--- src/rtl/wb_arbiter_pkg.sv ---
// Shared constants for the writeback arbiter: architectural source indices and
// small index helpers.
package wb_arbiter_pkg;

  localparam int WB_WORD_WIDTH = 32;
  localparam int WB_ROB_DEPTH  = 16;

  localparam int WB_NUM_SRC   = 5;
  localparam int WB_SRC_IDX_W = 3;

  localparam logic [WB_SRC_IDX_W-1:0] WB_SRC_ALU  = 3'd0;
  localparam logic [WB_SRC_IDX_W-1:0] WB_SRC_MUL  = 3'd1;
  localparam logic [WB_SRC_IDX_W-1:0] WB_SRC_DIV  = 3'd2;
  localparam logic [WB_SRC_IDX_W-1:0] WB_SRC_LOAD = 3'd3;
  localparam logic [WB_SRC_IDX_W-1:0] WB_SRC_BR   = 3'd4;

  // Successor of a source index in the circular scan order (4 wraps to 0).
  function automatic logic [WB_SRC_IDX_W-1:0] wb_next_idx(input logic [WB_SRC_IDX_W-1:0] idx);
    return (idx >= WB_SRC_BR) ? WB_SRC_ALU : idx + 3'd1;
  endfunction

  function automatic int wb_count(input logic [WB_NUM_SRC-1:0] mask);
    int n;
    n = 0;
    for (int i = 0; i < WB_NUM_SRC; i++) begin
      n = n + int'(mask[i]);
    end
    return n;
  endfunction

endpackage

--- src/rtl/wb_arbiter_rr_pick.sv ---
// Combinational round-robin picker: first set request bit at or after start,
// scanning upward modulo WB_NUM_SRC. Returns one-hot grant, index and a found flag.
module wb_arbiter_rr_pick
  import wb_arbiter_pkg::*;
(
  input  logic [WB_NUM_SRC-1:0]   req,
  input  logic [WB_SRC_IDX_W-1:0] start,
  output logic [WB_NUM_SRC-1:0]   gnt,
  output logic [WB_SRC_IDX_W-1:0] idx,
  output logic                    found
);

  logic [WB_SRC_IDX_W-1:0] pos;

  always_comb begin
    gnt   = '0;
    idx   = '0;
    found = 1'b0;
    pos   = start;
    for (int k = 0; k < WB_NUM_SRC; k++) begin
      if (!found && req[pos]) begin
        found    = 1'b1;
        idx      = pos;
        gnt[pos] = 1'b1;
      end
      pos = wb_next_idx(pos);
    end
  end

endmodule

--- src/rtl/wb_arbiter.sv ---
// Writeback arbiter: five one-entry result buffers broadcast round-robin onto
// NUM_PORTS common-data-bus ports. Optional macro WB_ARB_PERF_EN adds wb_conflict_cnt.
module wb_arbiter
  import wb_arbiter_pkg::*;
#(
  parameter int WORD_WIDTH = WB_WORD_WIDTH,
  parameter int ROB_DEPTH  = WB_ROB_DEPTH,
  parameter int NUM_SRC    = WB_NUM_SRC,
  parameter int NUM_PORTS  = 2,
  localparam int TAG_W     = $clog2(ROB_DEPTH)
) (
  input  logic                               clk,
  input  logic                               rst_n,
  input  logic                               flush,
  input  logic [NUM_SRC-1:0]                 src_valid,
  input  logic [NUM_SRC*WORD_WIDTH-1:0]      src_data,
  input  logic [NUM_SRC*TAG_W-1:0]           src_tag,
  output logic [NUM_SRC-1:0]                 src_ready,
  output logic [NUM_PORTS-1:0]               wb_valid,
  output logic [NUM_PORTS*WORD_WIDTH-1:0]    wb_data,
  output logic [NUM_PORTS*TAG_W-1:0]         wb_tag,
  output logic [NUM_PORTS*WB_SRC_IDX_W-1:0]  wb_src
`ifdef WB_ARB_PERF_EN
  ,
  output logic [31:0]                        wb_conflict_cnt
`endif
);

  // Handshake: a result transfers into buffer i at a clk edge where
  // src_valid[i] && src_ready[i] && !flush; the source must hold it until then.
  // src_ready[i] is high when the buffer is empty or being broadcast this cycle,
  // so a continuously granted source sustains one result per cycle.

  logic [NUM_SRC-1:0]      buf_valid;
  logic [WORD_WIDTH-1:0]   buf_data [NUM_SRC];
  logic [TAG_W-1:0]        buf_tag  [NUM_SRC];
  logic [WB_SRC_IDX_W-1:0] rr_ptr;

  logic                    active;
  logic [NUM_SRC-1:0]      req;
  logic [NUM_SRC-1:0]      granted;
  logic [WB_SRC_IDX_W-1:0] last_idx;

  logic [NUM_PORTS-1:0]    pfound;
  logic [WB_SRC_IDX_W-1:0] pidx   [NUM_PORTS];
  logic [WB_SRC_IDX_W-1:0] pstart [NUM_PORTS];
  logic [NUM_SRC-1:0]      preq   [NUM_PORTS];
  logic [NUM_SRC-1:0]      pgnt   [NUM_PORTS];

  // Reset and flush both silence the bus and the ready lines for the cycle.
  assign active = rst_n && !flush;
  assign req    = active ? buf_valid : '0;

  // Each later port scans the leftover requests starting just past the previous winner.
  for (genvar p = 0; p < NUM_PORTS; p++) begin : g_port
    if (p == 0) begin : g_first
      assign preq[p]   = req;
      assign pstart[p] = rr_ptr;
    end else begin : g_next
      assign preq[p]   = preq[p-1] & ~pgnt[p-1];
      assign pstart[p] = wb_next_idx(pidx[p-1]);
    end

    wb_arbiter_rr_pick u_pick (
      .req   (preq[p]),
      .start (pstart[p]),
      .gnt   (pgnt[p]),
      .idx   (pidx[p]),
      .found (pfound[p])
    );

    assign wb_valid[p] = pfound[p];
    assign wb_data[p*WORD_WIDTH +: WORD_WIDTH]     = pfound[p] ? buf_data[pidx[p]] : '0;
    assign wb_tag[p*TAG_W +: TAG_W]                = pfound[p] ? buf_tag[pidx[p]]  : '0;
    assign wb_src[p*WB_SRC_IDX_W +: WB_SRC_IDX_W]  = pfound[p] ? pidx[p]           : '0;
  end

  always_comb begin
    granted  = '0;
    last_idx = rr_ptr;
    for (int p = 0; p < NUM_PORTS; p++) begin
      granted = granted | pgnt[p];
      if (pfound[p]) begin
        last_idx = pidx[p];
      end
    end
  end

  assign src_ready = active ? (~buf_valid | granted) : '0;

  always_ff @(posedge clk) begin
    if (!rst_n) begin
      buf_valid <= '0;
      rr_ptr    <= WB_SRC_ALU;
      for (int i = 0; i < NUM_SRC; i++) begin
        buf_data[i] <= '0;
        buf_tag[i]  <= '0;
      end
    end else if (flush) begin
      buf_valid <= '0;
    end else begin
      // Port 0 is always the first to find a request, so it signals any grant.
      if (pfound[0]) begin
        rr_ptr <= wb_next_idx(last_idx);
      end
      for (int i = 0; i < NUM_SRC; i++) begin
        if (src_valid[i] && src_ready[i]) begin
          buf_valid[i] <= 1'b1;
          buf_data[i]  <= src_data[i*WORD_WIDTH +: WORD_WIDTH];
          buf_tag[i]   <= src_tag[i*TAG_W +: TAG_W];
        end else if (granted[i]) begin
          buf_valid[i] <= 1'b0;
        end
      end
    end
  end

`ifdef WB_ARB_PERF_EN
  always_ff @(posedge clk) begin
    if (!rst_n) begin
      wb_conflict_cnt <= '0;
    end else if (!flush && (wb_count(buf_valid) > NUM_PORTS) && (wb_conflict_cnt != '1)) begin
      wb_conflict_cnt <= wb_conflict_cnt + 32'd1;
    end
  end
`endif

endmodule

--- config.mk ---
export PLATFORM = sky130hd
export DESIGN_NAME = wb_arbiter
export DESIGN_NICKNAME = d
export VERILOG_FILES = /design/src/rtl/wb_arbiter_pkg.sv /design/src/rtl/wb_arbiter_rr_pick.sv /design/src/rtl/wb_arbiter.sv
export SDC_FILE = /design/constraint.sdc
export NUM_CORES = 1
export LEC_CHECK = 0
export CORE_MARGIN = 10
export CORE_UTILIZATION = 56
export DETAILED_ROUTE_END_ITERATION = 7
export PLACE_DENSITY = 0.88
export SLEW_MARGIN = 20
export SYNTH_ARGS = -nofsm -noshare
export SYNTH_HDL_FRONTEND = slang
export SYNTH_HIERARCHICAL = 1
export SYNTH_SLANG_ARGS = --single-unit
--- constraint.sdc ---
create_clock -name clk -period 24.2 [get_ports clk]
set_clock_uncertainty 0.2 [all_clocks]
set_input_delay 6.05 -clock clk [delete_from_list [all_inputs] [get_ports clk]]
set_output_delay 6.05 -clock clk [all_outputs]
set_load 0.03 [all_outputs]
Yosys cells after proc, flatten, opt, wreduce, memory -nomap -nowiden. Memories as Yosys holds them, arrays and structs flattened. Cells that the tools add are included.

Register bits: 8. RAM bits: 180. Output and inout bits: 85. Word-level logic and storage cells: 244. Memories kept: 2.

Memory list: buf_data (words 5, bits a word 32, rd ports 2, clocked after Yosys merged registers in 0, wr ports 5, line wb_arbiter.sv:35) `logic [WORD_WIDTH-1:0] buf_data [NUM_SRC];`; buf_tag (words 5, bits a word 4, rd ports 2, clocked after Yosys merged registers in 0, wr ports 5, line wb_arbiter.sv:36) `logic [TAG_W-1:0] buf_tag [NUM_SRC];`.

Add/sub/neg operators: 10. Magnitude comparators: 30. Multiplexer cells: 131. Bitwise operators: 25. Reductions and logical operators: 40.

Operators by type and width (count): $mux 32 (7); $mux 3 (24); $mux 1 (61); $mux 5 (12); $or 5x5->5 (10); $lt 3x4->1 const B (10); $add 3x1->3 const B (10); $bmux 1 s3 (10); $demux 1 s3 (10); $ge 3x1->1 const B (10); $ge 3x3->1 const B (10); $mux 4 (7); $logic_and 1x1->1 (24); $not 5->5 (2); $or 1x1->1 (10); $reduce_bool 2->1 (5); $logic_not 1->1 (9); $and 5x5->5 (1); $not 1->1 (2); $reduce_and 2->1 (1); $reduce_or 2->1 (1).

Longest topological paths before layout. Gate-level depths: netlist (run 1).

Depth in word-level cells: 44. Mapped depth: 39. Depth with buffers taken out: 32.

Cells and area by module. Netlist (run 1), hierarchy kept.

Modules (own cells, without submodules): wb_arbiter (instances 1, cells each 942, area each 11008.1 um^2, seq. area each 5565.3 um^2); wb_arbiter_rr_pick (g_port[1].u_pick) (instances 1, cells each 132, area each 892.1 um^2, seq. area each 0.0 um^2); wb_arbiter_rr_pick (g_port[0].u_pick) (instances 1, cells each 121, area each 850.8 um^2, seq. area each 0.0 um^2).

Worst setup path before layout (run 1). OpenSTA, ideal clock, no wires.

Kind: in2out. Start point: input port rst_n. End point: output port wb_data[37]. Arrival time: 13584 ps. Required time: 17950 ps. Slack: 4366 ps. Stages: 33. Path buffers: 6. Path through: nor2b_1 clkbuf_1 and2_1 mux2_1 and3_4 o21bai_4 nand2b_4 nor3_2 nor2b_2 buf_6 mux2_4 buf_2 buf_2 inv_1 ha_1 nor2b_1 ha_1 nor2b_1 ha_1 or4b_4 a31oi_4 ha_1 nor4_1 o32ai_1 o21bai_1 nand4bb_4 or2_4 nand3_1 clkbuf_1 clkbuf_1 mux4_2 mux2i_1 nor2b_1.

RTL lines: start, declared (line wb_arbiter.sv:13) `input logic rst_n,`; end, declared (line wb_arbiter.sv:20) `output logic [NUM_PORTS*WORD_WIDTH-1:0] wb_data,`.

==> implementation parameters, run 1 <==
Parameter                              Value

Worst setup path
  Critical R2R Capture    buf_tag[1][2]
  Endpoint class of the critical path    output pin
  Max FO, Critical Path    28
  Reg2Reg Depth    29
  Worst R2R Start    rr_ptr[0]
  CP arrival    16280 ps
  Largest stage delay on the critical path    990 ps
  Critical Path RT    17950 ps
  Critical Setup Path Class    in -> out
  Setup slack of the worst register-to-register path    13170 ps
  Library cell appearing most often on the critical path    nor2b_1
  Slowest cell on crit path    clkdlybuf4s50_1
  Startpoint type of the worst setup path    primary input

Floorplan
  Die boundary width    170.9 microns
  Std cell rows    55
  Die H    170.9 microns
  IO Count    273
  Starting density of the core    56.66%
  Area of the die    29210 sq um
  Area of the core    22500 sq um

Route
  Violation count after the first detailed-routing iteration    1325
  Number of vias after detailed routing    11140
  Count of antenna-violating nets left after detailed routing    0
  Number of vias per cell after detailed routing    6.544
  Wire per inst    25.92 microns
  DRC    0
  Pre-antenna DRT Iters    6
  Drt total wl    44110 microns

Logic synthesis
  Synthesized instance count    1195
  Biggest area contributors in the synthesized netlist    edfxtp_1 42%, mux4_2 13%, a31oi_1 9.0%
  Library cell with the highest instance count after synthesis    inv_1
  Main combinational cell family by area after synthesis    multiplexers
  Primary FF master, synth    edfxtp_1
  Dominant cell type by area after synthesis    edfxtp_1
  Top-area cell type share of the netlist area    42.39%
  Count of flip-flops with a built-in enable after synthesis    180
  Area of the mapped netlist    12750 sq um
  Mux cell area share after synthesis    19.55%
  Synthesized-area fraction occupied by xor and xnor cells    0%
  Post-synthesis share of cell area spent on full adders, half adders and majority gates    0.8831%
  Distinct cells, synth    87
  Sequential-to-total area share from yosys stat    43.65%
  Fraction of the mapped netlist area in simple logic gates    11.43%
  Count of yosys warnings during synthesis    6
  Post-Syn Area per Cell    10.67 sq um
  Post-synthesis compound-gate area fraction    14.79%
  Nets in the synthesized netlist    1392
  Commonest cells in the synthesized netlist    195 x inv_1, 184 x a31oi_1, 180 x edfxtp_1
  Async set-or-reset flop fraction in the synthesized netlist    0%
  Number of synthesized register bits    188

Placement
  Placer Congestion    0.9168
  Number of port buffers    272
  Pre-CTS WS    2009 ps
  Detailed Place HPWL    29770 microns
  DP Area    15560 sq um

Global routing
  Global Route Usage Sum    29.57%
  GR Overflow Total    0
  Pin count of the biggest net entering global routing    111
  Vias in the first global route    11400
  First-pass GRT wire length    66210 microns
  Initial antenna violation count    5

STA
  Highest attainable clock frequency    44.38 MHz
  Final critical-path share of the clock period    93.12%
  RSZ-0062 raised after global routing    no
  Time the final worst path needs with I/O delays and setup    22530 ps
  Setup violators final    0
  Hold violation count in the final report    0
  Slack of the critical path    1665 ps
  Slew at the pin with the worst max-slew slack    1092 ps
  Setup TNS    0 ps
  Worst slew margin relative to its limit    25.66%
  Final slew viol count    0

Clocking
  Cts-stage hold buffer count    0
  Setup repair bufs after CTS    0
  Clk slew on worst S/H paths    70 ps
  Quantity of gates resized following cts    0
  TritonCTS buffer count    17
  CTS root buffer    clkbuf_16
  Clock Sink Count    188
  Buffer depth of the longest clock path    2
  Worst skew pair latency    430 ps
  H-tree depth    4
  Clock tree from TritonCTS    yes

Layout
  Fraction of final layout cells with drive strength greater than 1    11.56%
  Cell area after layout    16200 sq um
  Area delta synth->final    27.01%
  Final Net Count    1594
  Final core occ    71.97%

Worst hold path
  WHS Endpoint    buf_valid[4]
  Hold WC Path Type    reg -> reg
  Startpoint of the most critical hold path    buf_valid[4]
  Min-Delay Path Depth    3

Run status
  Run status    complete, no violations

Job
  # Max-Cap Violations    0
-- cell families after synthesis --
kind of cell,Yosys count
AND/OR/NAND/NOR,258
buffers and inverters,306
adder cells (fa/ha/maj),9
multiplexers,158
flip-flops,188
AO/OA/AOI/OAI,276
-- worst max-delay path, delay by kind of cell --
family	cells	cell delay, ps
adder cells (fa/ha/maj)	3	1180
AND/OR/NAND/NOR	12	3600
buffers and inverters	3	2250
AO/OA/AOI/OAI	5	1700
multiplexers	4	1440
-- cells in the final DEF (no fill, tap or decap), drive strengths merged, types with 5 or more instances in the layout --
cell           Yosys  routed
nand2b             9       9
inv              197     204
a31oi            185     185
a211oi             5       5
clkinv             0       6
o21ai             18      18
nor2b             56      56
mux4              72      72
nor3              15      15
or3b               7       7
ha                 9       9
nand3              8       8
diode              0       7
nand3b             6       6
a21oi             18      18
o21bai             6       6
dfxtp              8       8
nand2             32      32
clkbuf            55      17
edfxtp           180     180
o211ai             6       6
mux2               5       5
and2              11      11
buf               54      20
clkdlybuf4s50      0     272
nor3b              7       7
mux2i             81      81
nor2              78      78
-- worst max path at each step --
stage               slack, ps          end  startpoint  depth (start not counted)
floorplan                4370  wb_data[37]       rst_n                         33
global placement         2290  wb_data[37]       rst_n                         28
detailed placement       2010  wb_data[37]       rst_n                         27
CTS                      2000  wb_data[37]       rst_n                         27
global route             1140  wb_data[55]       rst_n                         28
finish                   1670  wb_data[49]       rst_n                         27
-- sequential cells by signal, indices dropped and copies added (netlist names) --
name	cells
buf_data	160
buf_tag	20
buf_valid	5
rr_ptr	3
-- through the flow --
| stage | hold slack [ps] | instances |
|---|---|---|
| 6_report | 442.8 | 1702 |
| 5_1_grt | 471.7 | 1700 |
| 4_1_cts | 441.7 | 1694 |
| 3_5_place_dp | 424.2 | 1662 |
| 3_3_place_gp | 412.9 | 1662 |
| 2_1_floorplan | 344.7 | 1195 |
-- area by class of cell --
cell class	instances	area (sq um)
diodes	7	17.52
clock buffers	17	425.4
clock inverters	15	152.6
fillers	1591	6307
inverters	197	739.5
multi-input cells	701	6021
flip-flops and latches	188	5565
well taps	285	356.6
repair buffers	292	2918
-- layer usage --
| metal | track usage [%] | part of all wire, % |
|---|---|---|
| met3 | 5.945 | 9.3 |
| met2 | 48.75 | 50 |
| met4 | 14.82 | 4.1 |
| met5 | 0 | 0 |
| met1 | 36.37 | 37 |
Power of run 1 is left out: the tool's default activity adds up to more than one toggle a clock period on the data nets, which glitch-free logic cannot reach.
==> run 2: changes to the inputs <==
--- a/config.mk
+++ b/config.mk
@@ -8,6 +8,7 @@
 export CORE_MARGIN = 10
 export CORE_UTILIZATION = 56
 export DETAILED_ROUTE_END_ITERATION = 7
+export GPL_TIMING_DRIVEN = 0
 export PLACE_DENSITY = 0.88
 export SLEW_MARGIN = 20
 export SYNTH_ARGS = -nofsm -noshare
==> run 2 against run 1 <==
  * Cell area rose by 2.2%
  * First-iteration DRC count increased by 13%
  * Sequential share of layout area fell by 0.73 points
  * Via count grew 7.8%
  * Routed wire length grew 9.0%
  * Final cell count up 5.3%
  * Global-route usage increased by 2.6 points
  * Non-clock buffer count up 94
  * Flip-flop and latch count is the same
==> implementation parameters, run 2 (synthesis results as in run 1) <==
Parameter                              Value

Worst setup path
  Reg2Reg Depth    36 (+24%)
  Critical Path RT    17950 ps (about the same)
  Critical path depth in cells    35 (+30%)
  Setup slack of the worst register-to-register path    13350 ps (+180 ps)
  Startpoint type of the worst setup path    primary input
  Largest stage delay on the critical path    660 ps (-330 ps)
  Critical Setup Path Class    in -> out
  Capturing element of the worst setup path    wb_data[56]
  Launching element of the worst setup path    flush
  Slowest cell on crit path    clkdlybuf4s50_1
  Critical R2R Capture    buf_data[3][15]
  Max FO, Critical Path    10 (-64%)
  CP arrival    16870 ps (+590 ps)
  Total buffers and inverters traversed by the critical path    9 (+6)
  Endpoint class of the critical path    output pin
  Worst R2R Start    rr_ptr[1]
  Cell type group with the largest total delay on the critical path    buffers and inverters

Run status
  Run status    complete, no violations

Layout
  Flip-flop count of the largest register, all copies and words added    160 (unchanged)
  Registers with the most flip-flops    buf_data (160), buf_tag (20), buf_valid (5)
  Filler cell count in the final layout    1475 (-7.3%)
  Area taken by multi-input logic gates    5961 sq um (-1.0%)
  Register bank with the most flops    buf_data
  Most common library cell in the layout ignoring fill and taps    clkdlybuf4s50_1
  Highest-count cells in the layout ignoring fill and taps    272 x clkdlybuf4s50_1, 195 x inv_1, 184 x a31oi_1
  Area taken by flip-flops and latches    5565 sq um (unchanged)
  Fraction of final layout cells with drive strength greater than 1    12.83% (+1.3 points)
  Final Net Count    1688 (+5.9%)
  Area delta synth->final    29.75%

Clocking
  H-tree depth    4 (unchanged)
  Quantity of gates resized following cts    0 (unchanged)
  Clock Sink Count    188 (unchanged)
  Clock tree from TritonCTS    yes
  Clk slew on worst S/H paths    70 ps (about the same)
  TritonCTS buffer count    17 (unchanged)
  Worst skew pair latency    440 ps (about the same)
  CTS root buffer    clkbuf_16
  Cts-stage hold buffer count    0 (unchanged)
  Setup repair bufs after CTS    0 (unchanged)
  Buffer depth of the longest clock path    2 (unchanged)

Global routing
  Vias in the first global route    12100 (+6.1%)
  GRT met1 Usage    39.18% (+2.8 points)
  Fraction of met2 tracks used by global routing    52.33% (+3.6 points)
  Busiest layer in global routing    met2
  First-pass GRT wire length    71210 microns (+7.6%)
  Global Route Usage Sum    32.17% (+2.6 points)
  Initial antenna violation count    2 (-3)
  Pin count of the biggest net entering global routing    27 (-76%)
  GR Overflow Total    0 (unchanged)
  GR Layer Usage met3    8.134% (+2.2 points)

STA
  Time the final worst path needs with I/O delays and setup    23120 ps (+582.8 ps)
  Setup TNS    0 ps (unchanged)
  Worst slew margin relative to its limit    37.95% (+12 points)
  Slew at the pin with the worst max-slew slack    930.7 ps (-161.1 ps)
  Final critical-path share of the clock period    95.53% (+2.4 points)
  Hold violation count in the final report    0 (unchanged)
  Setup violators final    0 (unchanged)
  RSZ-0062 raised after global routing    no
  Final slew viol count    0 (unchanged)
  Highest attainable clock frequency    43.26 MHz (-2.5%)

Route
  Pre-antenna DRT Iters    8 (+2)
  Number of vias after detailed routing    12010 (+7.8%)
  Violation count after the first detailed-routing iteration    1494 (+13%)
  DRC    0 (unchanged)
  Drt total wl    48080 microns (+9.0%)
  Number of vias per cell after detailed routing    6.699 (+2.4%)
  Wire per inst    26.82 microns (+3.5%)
  Count of antenna-violating nets left after detailed routing    0 (unchanged)

Floorplan
  Die H    170.9 microns (unchanged)
  Area of the die    29210 sq um (unchanged)
  Starting density of the core    56.66% (unchanged)
  IO Count    273 (unchanged)
  Area of the core    22500 sq um (unchanged)
  Std cell rows    55 (unchanged)
  Die boundary width    170.9 microns (unchanged)

Placement
  Number of port buffers    272 (unchanged)
  Placer Congestion    1.005 (+9.6%)
  Detailed Place HPWL    35390 microns (+19%)

Job
  # Max-Cap Violations    0 (unchanged)

Worst hold path
  Hold WC Path Type    reg -> reg
-- run 2: changes by cell type in the layout (fill, tap and decap cells not counted), moves of 2 or more --
cell / delta
clkinv_1: -3
diode_2: -3
nand2_4: -5
clkbuf_1: +56
buf_6: +3
buf_4: -13
buf_1: +6
nand3_2: -2
nand2_2: +5
nand3_1: +2
buf_2: +41
clkinv_8: +2
-- run 2: cell type report --
class                      count  share of cell area [%]
buffer                       109                   3.010
multi-input combinational    701                   36.03
antenna                        4                 0.06050
inverter                     197                   4.469
timing repair buffer         277                   17.15
clock inverter                14                  0.8924
clock buffer                  18                   2.594
sequential                   188                   33.64
tap                          285                   2.155
-- run 2: metrics by stage --
stage	cell area, sq um	hold WS [ps]	std cells	setup WS (ps)	utilization, %
after floorplan	12750	344.7	1195	4366	-
after global placement	15830	391.2	1752	1371	70.35
after detailed placement	15960	402.7	1757	1328	70.91
after CTS	16530	422.6	1789	1289	73.48
after global routing	16540	476.0	1791	617.4	73.50
final	16540	426.0	1793	1082	73.52
-- run 2: worst min-delay path by stage --
stage,cells past startpoint,to,slack (ps),from
finish,2,rr_ptr[2],430,rr_ptr[2]
detailed placement,2,rr_ptr[2],400,rr_ptr[2]
global route,3,buf_valid[3],480,buf_valid[3]
floorplan,2,rr_ptr[2],340,rr_ptr[2]
global placement,2,rr_ptr[2],390,rr_ptr[2]
CTS,2,rr_ptr[2],420,rr_ptr[2]
-- run 2: worst reg2reg max path: cells and delay by family, from the launching register on --
family	cells	cell delay, ps
flip-flops	1	620
AO/OA/AOI/OAI	8	1580
AND/OR/NAND/NOR	13	3420
buffers and inverters	9	2740
adder cells (fa/ha/maj)	6	2040
-- run 2: routing by layer --
metal  share of wire [%]  wire, microns  vias to the layer above
li1                    -              -                     5025
met1                  35          16780                     5730
met2                  48          22870                     1061
met3                  12           5935                      195
met4                 5.2           2488                        0
met5                   0              0                        -
Power of run 2 is left out for the same reason.
==> run 3: changes to the inputs <==
--- a/config.mk
+++ b/config.mk
@@ -9,6 +9,7 @@
 export CORE_UTILIZATION = 56
 export DETAILED_ROUTE_END_ITERATION = 7
 export GPL_TIMING_DRIVEN = 0
+export HOLD_SLACK_MARGIN = 0.05
 export PLACE_DENSITY = 0.88
 export SLEW_MARGIN = 20
 export SYNTH_ARGS = -nofsm -noshare
==> results of run 3 <==
Same layout as run 2: the final DEF is identical, and so are final timing and power.
Power of run 3 is left out for the same reason.
